==> config.mk <==
export PLATFORM = sky130hd
export DESIGN_NAME = requant_pack_unit
export DESIGN_NICKNAME = d
export VERILOG_FILES = /design/src/rtl/ariane_pkg.sv /design/src/rtl/requant_sat.sv /design/src/rtl/requant_pack_unit.sv
export SDC_FILE = /design/constraint.sdc
export NUM_CORES = 1
export LEC_CHECK = 0
export BUFFER_PORTS_ARGS = -buffer_cell sky130_fd_sc_hd__buf_2
export CAP_MARGIN = 20
export CORE_MARGIN = 2
export CORE_UTILIZATION = 58
export DETAILED_ROUTE_END_ITERATION = 8
export GPL_TIMING_DRIVEN = 0
export PLACE_DENSITY = 0.9
export SLEW_MARGIN = 20
export SYNTH_ARGS = -nofsm -noshare
export SYNTH_HDL_FRONTEND = slang
export SYNTH_SLANG_ARGS = --single-unit
==> constraint.sdc <==
create_clock -name clk_i -period 3.1 [get_ports clk_i]
set_clock_uncertainty 0.05 [all_clocks]
set_input_delay 0.775 -clock clk_i [delete_from_list [all_inputs] [get_ports clk_i]]
set_output_delay 0.775 -clock clk_i [all_outputs]
set_load 0.1 [all_outputs]
==> src/rtl/ariane_pkg.sv <==
// Shared lane/word types and the pack-unit state encoding.
package ariane_pkg;
  localparam int LANE_W    = 8;
  localparam int LANES_DEF = 4;

  typedef logic [LANE_W-1:0]           lane_t;
  typedef logic [LANES_DEF*LANE_W-1:0] word_t;

  typedef enum logic {
    ST_FILL       = 1'b0,
    ST_FLUSH_WAIT = 1'b1
  } rq_state_t;
endpackage

==> src/rtl/requant_sat.sv <==
// One-lane requantizer: arithmetic shift then clamp to a signed or unsigned byte.
// REQUANT_ROUND_EN adds round-half-up before the shift; without it the shift floors.
module requant_sat
  import ariane_pkg::*;
#(
  parameter int ACC_W = 32
) (
  input  logic [ACC_W-1:0] i_acc,
  input  logic [4:0]       i_shift,
  input  logic             i_unsigned,
  output lane_t            o_q,
  output logic             o_sat
);
  localparam int XW = ACC_W + 1;
  localparam logic signed [XW-1:0] S_MAX = XW'(127);
  localparam logic signed [XW-1:0] S_MIN = XW'(-128);
  localparam logic signed [XW-1:0] U_MAX = XW'(255);

  logic signed [XW-1:0] w_ext;
  logic signed [XW-1:0] w_shifted;

  // One extra bit keeps the rounding add from overflowing at the top of the range.
  assign w_ext = $signed({i_acc[ACC_W-1], i_acc});

`ifdef REQUANT_ROUND_EN
  logic signed [XW-1:0] w_rnd;
  assign w_rnd     = (i_shift == 5'd0) ? '0 : $signed(XW'(1) << (i_shift - 5'd1));
  assign w_shifted = (w_ext + w_rnd) >>> i_shift;
`else
  assign w_shifted = w_ext >>> i_shift;
`endif

  always_comb begin
    o_q   = w_shifted[7:0];
    o_sat = 1'b0;
    if (i_unsigned) begin
      if (w_shifted[XW-1]) begin
        o_q   = 8'h00;
        o_sat = 1'b1;
      end else if (w_shifted > U_MAX) begin
        o_q   = 8'hFF;
        o_sat = 1'b1;
      end
    end else begin
      if (w_shifted > S_MAX) begin
        o_q   = 8'h7F;
        o_sat = 1'b1;
      end else if (w_shifted < S_MIN) begin
        o_q   = 8'h80;
        o_sat = 1'b1;
      end
    end
  end
endmodule

==> src/rtl/requant_pack_unit.sv <==
// Requantizes accumulator samples to bytes and packs LANES of them per output word.
// Rounding is enabled by defining REQUANT_ROUND_EN (handled inside requant_sat).
module requant_pack_unit
  import ariane_pkg::*;
#(
  parameter int ACC_W = 32,
  parameter int LANES = LANES_DEF
) (
  input  logic                    clk_i,
  input  logic                    rst_i,
  input  logic                    in_valid_i,
  output logic                    in_ready_o,
  input  logic [ACC_W-1:0]        acc_i,
  input  logic [4:0]              shift_i,
  input  logic                    unsigned_i,
  input  logic                    flush_i,
  output logic                    out_valid_o,
  input  logic                    out_ready_i,
  output logic [LANES*LANE_W-1:0] packed_o,
  output logic [LANES-1:0]        lane_mask_o,
  output logic [LANES-1:0]        sat_o,
  output logic                    dbg_state_o
);
  localparam int CW = (LANES > 1) ? $clog2(LANES) : 1;
  localparam int NW = $clog2(LANES + 1);
  localparam logic [CW-1:0] LAST = CW'(LANES - 1);

  // Handshake: a sample moves on in_valid_i & in_ready_o, a word on
  // out_valid_o & out_ready_i, both at the rising clk_i edge; a held word never changes.
  rq_state_t             r_state, w_next_state;
  logic [CW-1:0]         r_lane_cnt;
  lane_t [LANES-1:0]     r_buf, w_buf_next;
  logic [LANES-1:0]      r_buf_sat, w_sat_next;
  logic                  r_out_valid;
  lane_t [LANES-1:0]     r_out_data;
  logic [LANES-1:0]      r_out_mask, r_out_sat;

  lane_t                 w_q;
  logic                  w_sat;
  logic                  w_ready, w_accept, w_load_full, w_load_part;
  logic                  w_out_busy, w_drain;
  logic [NW-1:0]         w_count;
  logic [LANES-1:0]      w_part_mask;

  requant_sat #(.ACC_W(ACC_W)) u_sat (
    .i_acc      (acc_i),
    .i_shift    (shift_i),
    .i_unsigned (unsigned_i),
    .o_q        (w_q),
    .o_sat      (w_sat)
  );

  assign w_out_busy = r_out_valid & ~out_ready_i;
  assign w_drain    = r_out_valid & out_ready_i;

  always_ff @(posedge clk_i or negedge rst_i) begin
    if (!rst_i) r_state <= ST_FILL;
    else        r_state <= w_next_state;
  end

  always_comb begin
    w_next_state = r_state;
    w_ready      = 1'b0;
    w_accept     = 1'b0;
    w_load_full  = 1'b0;
    w_load_part  = 1'b0;
    case (r_state)
      ST_FILL: begin
        w_ready  = rst_i & ~((r_lane_cnt == LAST) & w_out_busy);
        w_accept = in_valid_i & w_ready;
        if (w_accept && (r_lane_cnt == LAST)) begin
          w_load_full = 1'b1;
        end else if (flush_i && ((r_lane_cnt != '0) || w_accept)) begin
          if (!w_out_busy) w_load_part  = 1'b1;
          else             w_next_state = ST_FLUSH_WAIT;
        end
      end
      ST_FLUSH_WAIT: begin
        if (w_drain) begin
          w_load_part  = 1'b1;
          w_next_state = ST_FILL;
        end
      end
      default: w_next_state = ST_FILL;
    endcase
  end

  // Buffer as it looks with this cycle's sample merged in, so a flush includes it.
  always_comb begin
    w_buf_next = r_buf;
    w_sat_next = r_buf_sat;
    if (w_accept) begin
      w_buf_next[r_lane_cnt] = w_q;
      w_sat_next[r_lane_cnt] = w_sat;
    end
    w_count = NW'(r_lane_cnt) + NW'(w_accept);
    for (int i = 0; i < LANES; i++) begin
      w_part_mask[i] = (i < int'(w_count));
    end
  end

  always_ff @(posedge clk_i or negedge rst_i) begin
    if (!rst_i) begin
      r_lane_cnt <= '0;
      r_buf      <= '0;
      r_buf_sat  <= '0;
    end else if (w_load_full || w_load_part) begin
      r_lane_cnt <= '0;
      r_buf      <= '0;
      r_buf_sat  <= '0;
    end else if (w_accept) begin
      r_lane_cnt <= r_lane_cnt + 1'b1;
      r_buf      <= w_buf_next;
      r_buf_sat  <= w_sat_next;
    end
  end

  always_ff @(posedge clk_i or negedge rst_i) begin
    if (!rst_i) begin
      r_out_valid <= 1'b0;
      r_out_data  <= '0;
      r_out_mask  <= '0;
      r_out_sat   <= '0;
    end else if (w_load_full) begin
      r_out_valid <= 1'b1;
      r_out_data  <= w_buf_next;
      r_out_mask  <= '1;
      r_out_sat   <= w_sat_next;
    end else if (w_load_part) begin
      r_out_valid <= 1'b1;
      r_out_data  <= w_buf_next;
      r_out_mask  <= w_part_mask;
      r_out_sat   <= w_sat_next & w_part_mask;
    end else if (w_drain) begin
      r_out_valid <= 1'b0;
    end
  end

  assign in_ready_o  = w_ready;
  assign out_valid_o = r_out_valid;
  assign packed_o    = r_out_data;
  assign lane_mask_o = r_out_mask;
  assign sat_o       = r_out_sat;
  assign dbg_state_o = r_state;
endmodule

# Yosys cells after proc, flatten, opt, wreduce, memory -nomap -nowiden
# Index checks and enable logic that the tools add are counted.
[classes]
n_addsub = 2
n_lt_le_gt_ge = 9
eq_ne = 1
n_shift = 1
n_mux = 47
bitwise = 9
n_reduce_logical = 9
[op_table]
columns = ["op", "n"]
rows = [
  ["$mux W32", 5],
  ["$mux W8", 6],
  ["$gt A33 B8 Y1 const B", 1],
  ["$gt A33 B9 Y1 const B", 1],
  ["$lt A33 B8 Y1 const B", 1],
  ["$sshr A32 B5 Y33", 1],
  ["$bwmux W32", 1],
  ["$mux W4", 7],
  ["$mux W1", 21],
  ["$demux W8 S2", 1],
  ["$lt A1 B3 Y1 const A", 2],
  ["$lt A2 B3 Y1 const A", 2],
  ["$reduce_bool A2 Y1", 3],
  ["$and A1 B1 Y1", 5],
  ["$and A4 B4 Y4", 1],
  ["$bwmux W4", 1],
  ["$mux W2", 2],
  ["$pmux W1 S2", 2],
  ["$add A2 B1 Y3", 1],
  ["$logic_and A1 B1 Y1", 3],
  ["$lt A2 B3 Y1 const B", 1],
  ["$not A1 Y1", 3],
  ["$reduce_bool A3 Y1", 1],
  ["$add A2 B1 Y2 const B", 1],
  ["4 further kinds", 5],
]
[word_totals]
ff_bits = 80
inputBits = 43
out_inout_bits = 43
word_cells = 92

# Depth between registers and ports, before layout
[logic_depth]
ltp_word = 13
depth_mapped = 15
mapped_depth_nobuf = 14

# By module
# Synthesis repeated with hierarchy kept, for this count alone.
[unflattened]
hier_cells = 585
area_unflattened_um2 = 5753.0
[modules_own_cells]
columns = ["mod", "n_inst", "cells_each", "area_each_um2"]
rows = [
  ["requant_pack_unit", 1, 296, 3347.0],
  ["requant_sat", 1, 289, 2406.1],
]

# Worst setup path before layout
# Ideal clock, no wire load.
[synth_path]
path_kind = "flip-flop to flip-flop"
startpoint = "register r_out_valid (netlist: out_valid_o)"
endpoint = "register r_out_sat[2] (netlist: sat_o[2])"
t_arrival_ns = 4.130
slack_ns = -1.157
path_stages_with_launch = 13
path_buffers = 0
period_less_slack_ns = 4.257
cell_sequence = "dfrtp_1 nand2b_1 o21ai_0 nor2_1 nand2_1 clkinv_1 ha_1 inv_1 ha_1 nor2b_1 o31ai_1 a32oi_1 o21ai_1"
[synth_via]
elab_chain_len = 11
[synth_rtl]
columns = ["item", "line_no", "rtl"]
rows = [
  ["start, declared", "requant_pack_unit.sv:34", "logic r_out_valid;"],
  ["start signal, assigned", "requant_pack_unit.sv:120", "r_out_valid <= 1'b0;"],
  ["start signal, assigned", "requant_pack_unit.sv:125", "r_out_valid <= 1'b1;"],
  ["start signal, assigned", "requant_pack_unit.sv:130", "r_out_valid <= 1'b1;"],
  ["$and A1 B1 Y1", "requant_pack_unit.sv:53", "assign w_out_busy = r_out_valid & ~out_ready_i;"],
  ["$and A1 B1 Y1", "requant_pack_unit.sv:69", "w_ready = rst_i & ~((r_lane_cnt == LAST) & w_out_busy);"],
  ["$not A1 Y1", "requant_pack_unit.sv:69", ""],
  ["$and A1 B1 Y1", "requant_pack_unit.sv:69", ""],
  ["$and A1 B1 Y1", "requant_pack_unit.sv:70", "w_accept = in_valid_i & w_ready;"],
  ["$mux W1 / $logic_or A1 B1 Y1 (equally long branches)", "requant_pack_unit.sv:67, requant_pack_unit.sv:73", ""],
  ["$add A2 B1 Y3 / $logic_and A1 B1 Y1 (equally long branches)", "requant_pack_unit.sv:96, requant_pack_unit.sv:73", ""],
  ["$lt A2 B3 Y1 / $mux W1 (equally long branches)", "requant_pack_unit.sv:98, requant_pack_unit.sv:73", ""],
  ["$and A4 B4 Y4 / $mux W1 (equally long branches)", "requant_pack_unit.sv:133, requant_pack_unit.sv:71", ""],
  ["$mux W4 / $pmux W1 S2 (equally long branches)", "requant_pack_unit.sv:129, requant_pack_unit.sv:67", ""],
  ["$mux W4 / $reduce_bool A2 Y1 (equally long branches)", "--", ""],
  ["end signal, assigned", "requant_pack_unit.sv:128", "r_out_sat <= w_sat_next;"],
  ["end signal, assigned", "requant_pack_unit.sv:133", "r_out_sat <= w_sat_next & w_part_mask;"],
  ["end, declared", "requant_pack_unit.sv:36", "logic [LANES-1:0] r_out_mask, r_out_sat;"],
]
# Several ways; a longest one is shown, not always the timed one. The select of a mux whose other input is x is not followed.
# A chain may end at the register's enable or synchronous reset.

# Worst setup path after layout
[layout_path]
startpoint = "input shift_i[1]"
endpoint = "register r_buf[18] (netlist bit)"
[layout_via]
elab_chain_len = 9
[layout_rtl]
columns = ["item", "line_no", "rtl"]
rows = [
  ["start, declared", "requant_pack_unit.sv:14", "input logic [4:0] shift_i,"],
  ["$sshr A32 B5 Y33 *", "requant_sat.sv:30", "assign w_shifted = w_ext >>> i_shift;"],
  ["$lt A33 B8 Y1 / $gt A33 B9 Y1 (equally long branches)", "requant_sat.sv:48, requant_sat.sv:40", ""],
  ["$mux W8, on equally long branches", "requant_sat.sv:48, requant_sat.sv:40", ""],
  ["$mux W8, on equally long branches", "requant_sat.sv:45, requant_sat.sv:37", ""],
  ["$mux W8 *", "requant_sat.sv:36", "if (i_unsigned) begin"],
  ["$bwmux W32 *", "requant_pack_unit.sv:93", "w_buf_next[r_lane_cnt] = w_q;"],
  ["$mux W32 *", "requant_pack_unit.sv:92", "if (w_accept) begin"],
  ["$mux W32 *", "requant_pack_unit.sv:111", "end else if (w_accept) begin"],
  ["$mux W32 *", "requant_pack_unit.sv:107", "end else if (w_load_full || w_load_part) begin"],
  ["end signal, assigned", "requant_pack_unit.sv:113", "r_buf <= w_buf_next;"],
  ["end, declared", "requant_pack_unit.sv:32", "lane_t [LANES-1:0] r_buf, w_buf_next;"],
]
# Every way passes the cells marked *; elsewhere a longest branch is shown, timed or not. The select of a mux whose other input is x is not followed.

==> impl_metrics.env <==
export IMPL_synth_cell_type_count=60
export IMPL_io_buffers=79
export IMPL_syn_to_final_growth_pct=35.7
export IMPL_maxSlewHeadroom=0.456
export IMPL_crit_required_ns=3.29
export IMPL_worstSetupEndpoint="r_buf[18]"
export IMPL_outcome="finished, violations left"
export IMPL_grt_max_degree=60
export IMPL_die_x_um=104
export IMPL_finalSetupViolations=63
export IMPL_synth_seq_cells=80
export IMPL_period_share=1.13
export IMPL_synthArstFlopShare=1.00
export IMPL_die_height_um=104
export IMPL_yosysWarnings=0
export IMPL_synth_ff_type="dfrtp_1"
export IMPL_ys_top_cells_by_count="92 x nand2_1, 80 x dfrtp_1, 50 x o21ai_0"
export IMPL_syn_avg_cell_area_sq_um=9.57
export IMPL_synth_most_common_cell="nand2_1"
export IMPL_cp_end_kind="register"
export IMPL_grt_pass1_vias=6116
export IMPL_startpoint_type="input pin"
export IMPL_drive_above_1_share=0.422
export IMPL_viasPerCell=7.35
export IMPL_io_pin_count=86
export IMPL_hold_viol_final=0
export IMPL_min_path_type="input pin to async pin"
export IMPL_clk_latency_ns=0.38
export IMPL_r2r_setup_slack_ns=-0.08
export IMPL_core_sq_um=9730
export IMPL_vias=6413
export IMPL_cts_made_buffers=9
export IMPL_synth_yosys_seq_area_share=0.345
export IMPL_final_cell_count_no_fill=872
export IMPL_yosys_top_cells_area="dfrtp_1 35%, mux4_2 15%, nand2_1 6.0%"
export IMPL_htree_levels=3
export IMPL_violations="setup timing"
export IMPL_syn_inst=606
export IMPL_routedWlPerCell_um=25.9
export IMPL_drv_slew=0
export IMPL_cts_root_buffer="clkbuf_8"
export IMPL_fmax_mhz=284
export IMPL_cts_sinks=80
export IMPL_vdd_drop_max_uv=628
export IMPL_grt_pass1_wl_um=32200
export IMPL_power_mw=5.62
export IMPL_reg2reg_from="r_lane_cnt[0]"
export IMPL_antenna_found_initial=0
export IMPL_finalWeightedCongestion=1.00
export IMPL_startpoint="shift_i[1]"
export IMPL_p_leak_nw=3.50
export IMPL_holdBufCountCts=0
export IMPL_r2r_cells=11
export IMPL_ant_nets=0
export IMPL_arrival_ns=3.71
export IMPL_hpwl_um=13100
export IMPL_powerDensity_nw_per_um2=714
export IMPL_dr_pass1_iters=7
export IMPL_drc_errors=0
export IMPL_fin_nets=784
export IMPL_synth_nets=656
export IMPL_fin_tns_setup_ns=-20.50
export IMPL_rr_endpoint="r_buf[13]"
export IMPL_drtIter0Drc=750
export IMPL_grt_usage=0.374
export IMPL_synth_edff_count=0
export IMPL_tightest_slew_ns=0.814
export IMPL_syn_cell_area_sq_um=5800
export IMPL_worstSetupPathType="input pin to register"
export IMPL_setup_ws_ns=-0.418
export IMPL_cts_tree="done"
export IMPL_drv_cap=0
export IMPL_antennaDiodeCount=0
export IMPL_clockBufferDepth=2
export IMPL_yosys_area_top_type="dfrtp_1"
export IMPL_start_util=0.596
export IMPL_overflow=0
export IMPL_final_util=0.809
export IMPL_yosys_area_top_type_share=0.345
export IMPL_dpl_cell_count=819
export IMPL_dp_slack_ns=-1.14
export IMPL_drt_total_wl_um=22600
export IMPL_rows=36
export IMPL_rsz0062_at_grt="true"
export IMPL_cp_max_fo=6
export IMPL_min_period_ns=3.52
export IMPL_dieArea_sq_um=10800
export IMPL_path_clk_slew_ns=0.09
[registers in the layout, summed over array words and instances (netlist names)]
signal and cells:
lane_mask_o 4, r_lane_cnt 2, out_valid_o 1, sat_o 4, packed_o 32, r_buf 32
r_buf_sat 4, dbg_state_o 1
[critical path, cell delays in order]
cell and delay [ns]:
buf_12 0.11, buf_12 0.12, mux4_2 0.57, mux2i_4 0.33, nand2_1 0.14, o32ai_2 0.29
a41oi_4 0.19, buf_4 0.19, buf_6 0.12, buf_4 0.14, nor3_4 0.24, buf_6 0.17
o21a_1 0.19, o21ai_0 0.14
[cell families (layout without fill, tap and decap cells)]
logic type                 count (synthesis)  after routing  synth area share
and+or+nand+nor                          193            193             0.155
AOI/OAI and AO/OA                        184            184             0.212
muxes                                     83             83             0.228
DFF                                       80             80             0.345
buffers and inverters                     59            192            0.0440
adders and majority gates                  7              7            0.0151
[per-stage QoR]
stage	hold slack, ns	instance area [sq um]
2_1_floorplan	0.392	5860
3_3_place_gp	0.406	6420
3_5_place_dp	0.413	6450
4_1_cts	0.262	7500
5_1_grt	0.262	7870
6_report	0.244	7870
[routing by layer]
metal	share of wire	up-vias	track usage
met5	0	-	0
met4	0.088	0	0.246
met3	0.11	195	0.0702
met2	0.48	667	0.629
met1	0.32	2996	0.440
li1	-	2555	-
[area by class of cell]
type                       count  area [sq um]
multi-input combinational    467          4270
sequential                    80          2000
fill                         537          1860
timing repair buffer         119           827
buffer                        44           318
tap                          133           166
clock buffer                   9           124
clock inverter                 7           109
inverter                      13          55.1
[how the worst min path moves through the flow]
stage	start	end	slack (ns)	cells past startpoint
2_1_floorplan	r_buf[14]	r_buf[14]	0.39	2
3_3_place_gp	lane_mask_o[2]	lane_mask_o[2]	0.41	1
3_5_place_dp	r_buf[6]	r_buf[6]	0.41	2
4_1_cts	rst_i	dbg_state_o	0.26	1
5_1_grt	rst_i	r_lane_cnt[0]	0.26	1
6_report	rst_i	r_lane_cnt[1]	0.24	1
[cells in the final DEF (no fill, tap or decap), types with 8 or more instances in the layout]
master,Yosys,final
nor2_1,32,25
buf_2,9,76
o21ai_0,50,40
o21ai_2,0,10
buf_6,1,12
mux2_2,13,8
o21ai_1,11,11
clkbuf_1,25,13
dfrtp_1,80,79
clkbuf_8,0,10
inv_1,11,10
mux2i_1,32,20
a21oi_1,34,28
mux4_2,38,38
and3_1,22,22
buf_4,4,35
nand2_1,92,90
mux2i_4,0,9
a2bb2oi_2,0,13
[timing repair]
item | 4_1_cts | 5_1_grt
pin swaps | 25 | 24
setup endpoints to repair | 65 | 66
cloned | 2 | 0
resized for setup | 124 | 67
buffers inserted | 27 | 10
[power breakdown]
group / internal (mW) / total, mW / switching, mW
Combinational: 0.804 / 3.21 / 2.40
Sequential: 1.30 / 1.48 / 0.190
Clock: 0.472 / 0.929 / 0.457
Total: 2.57 / 5.62 / 3.05
Note: power is estimated with default switching activity, not from simulation.
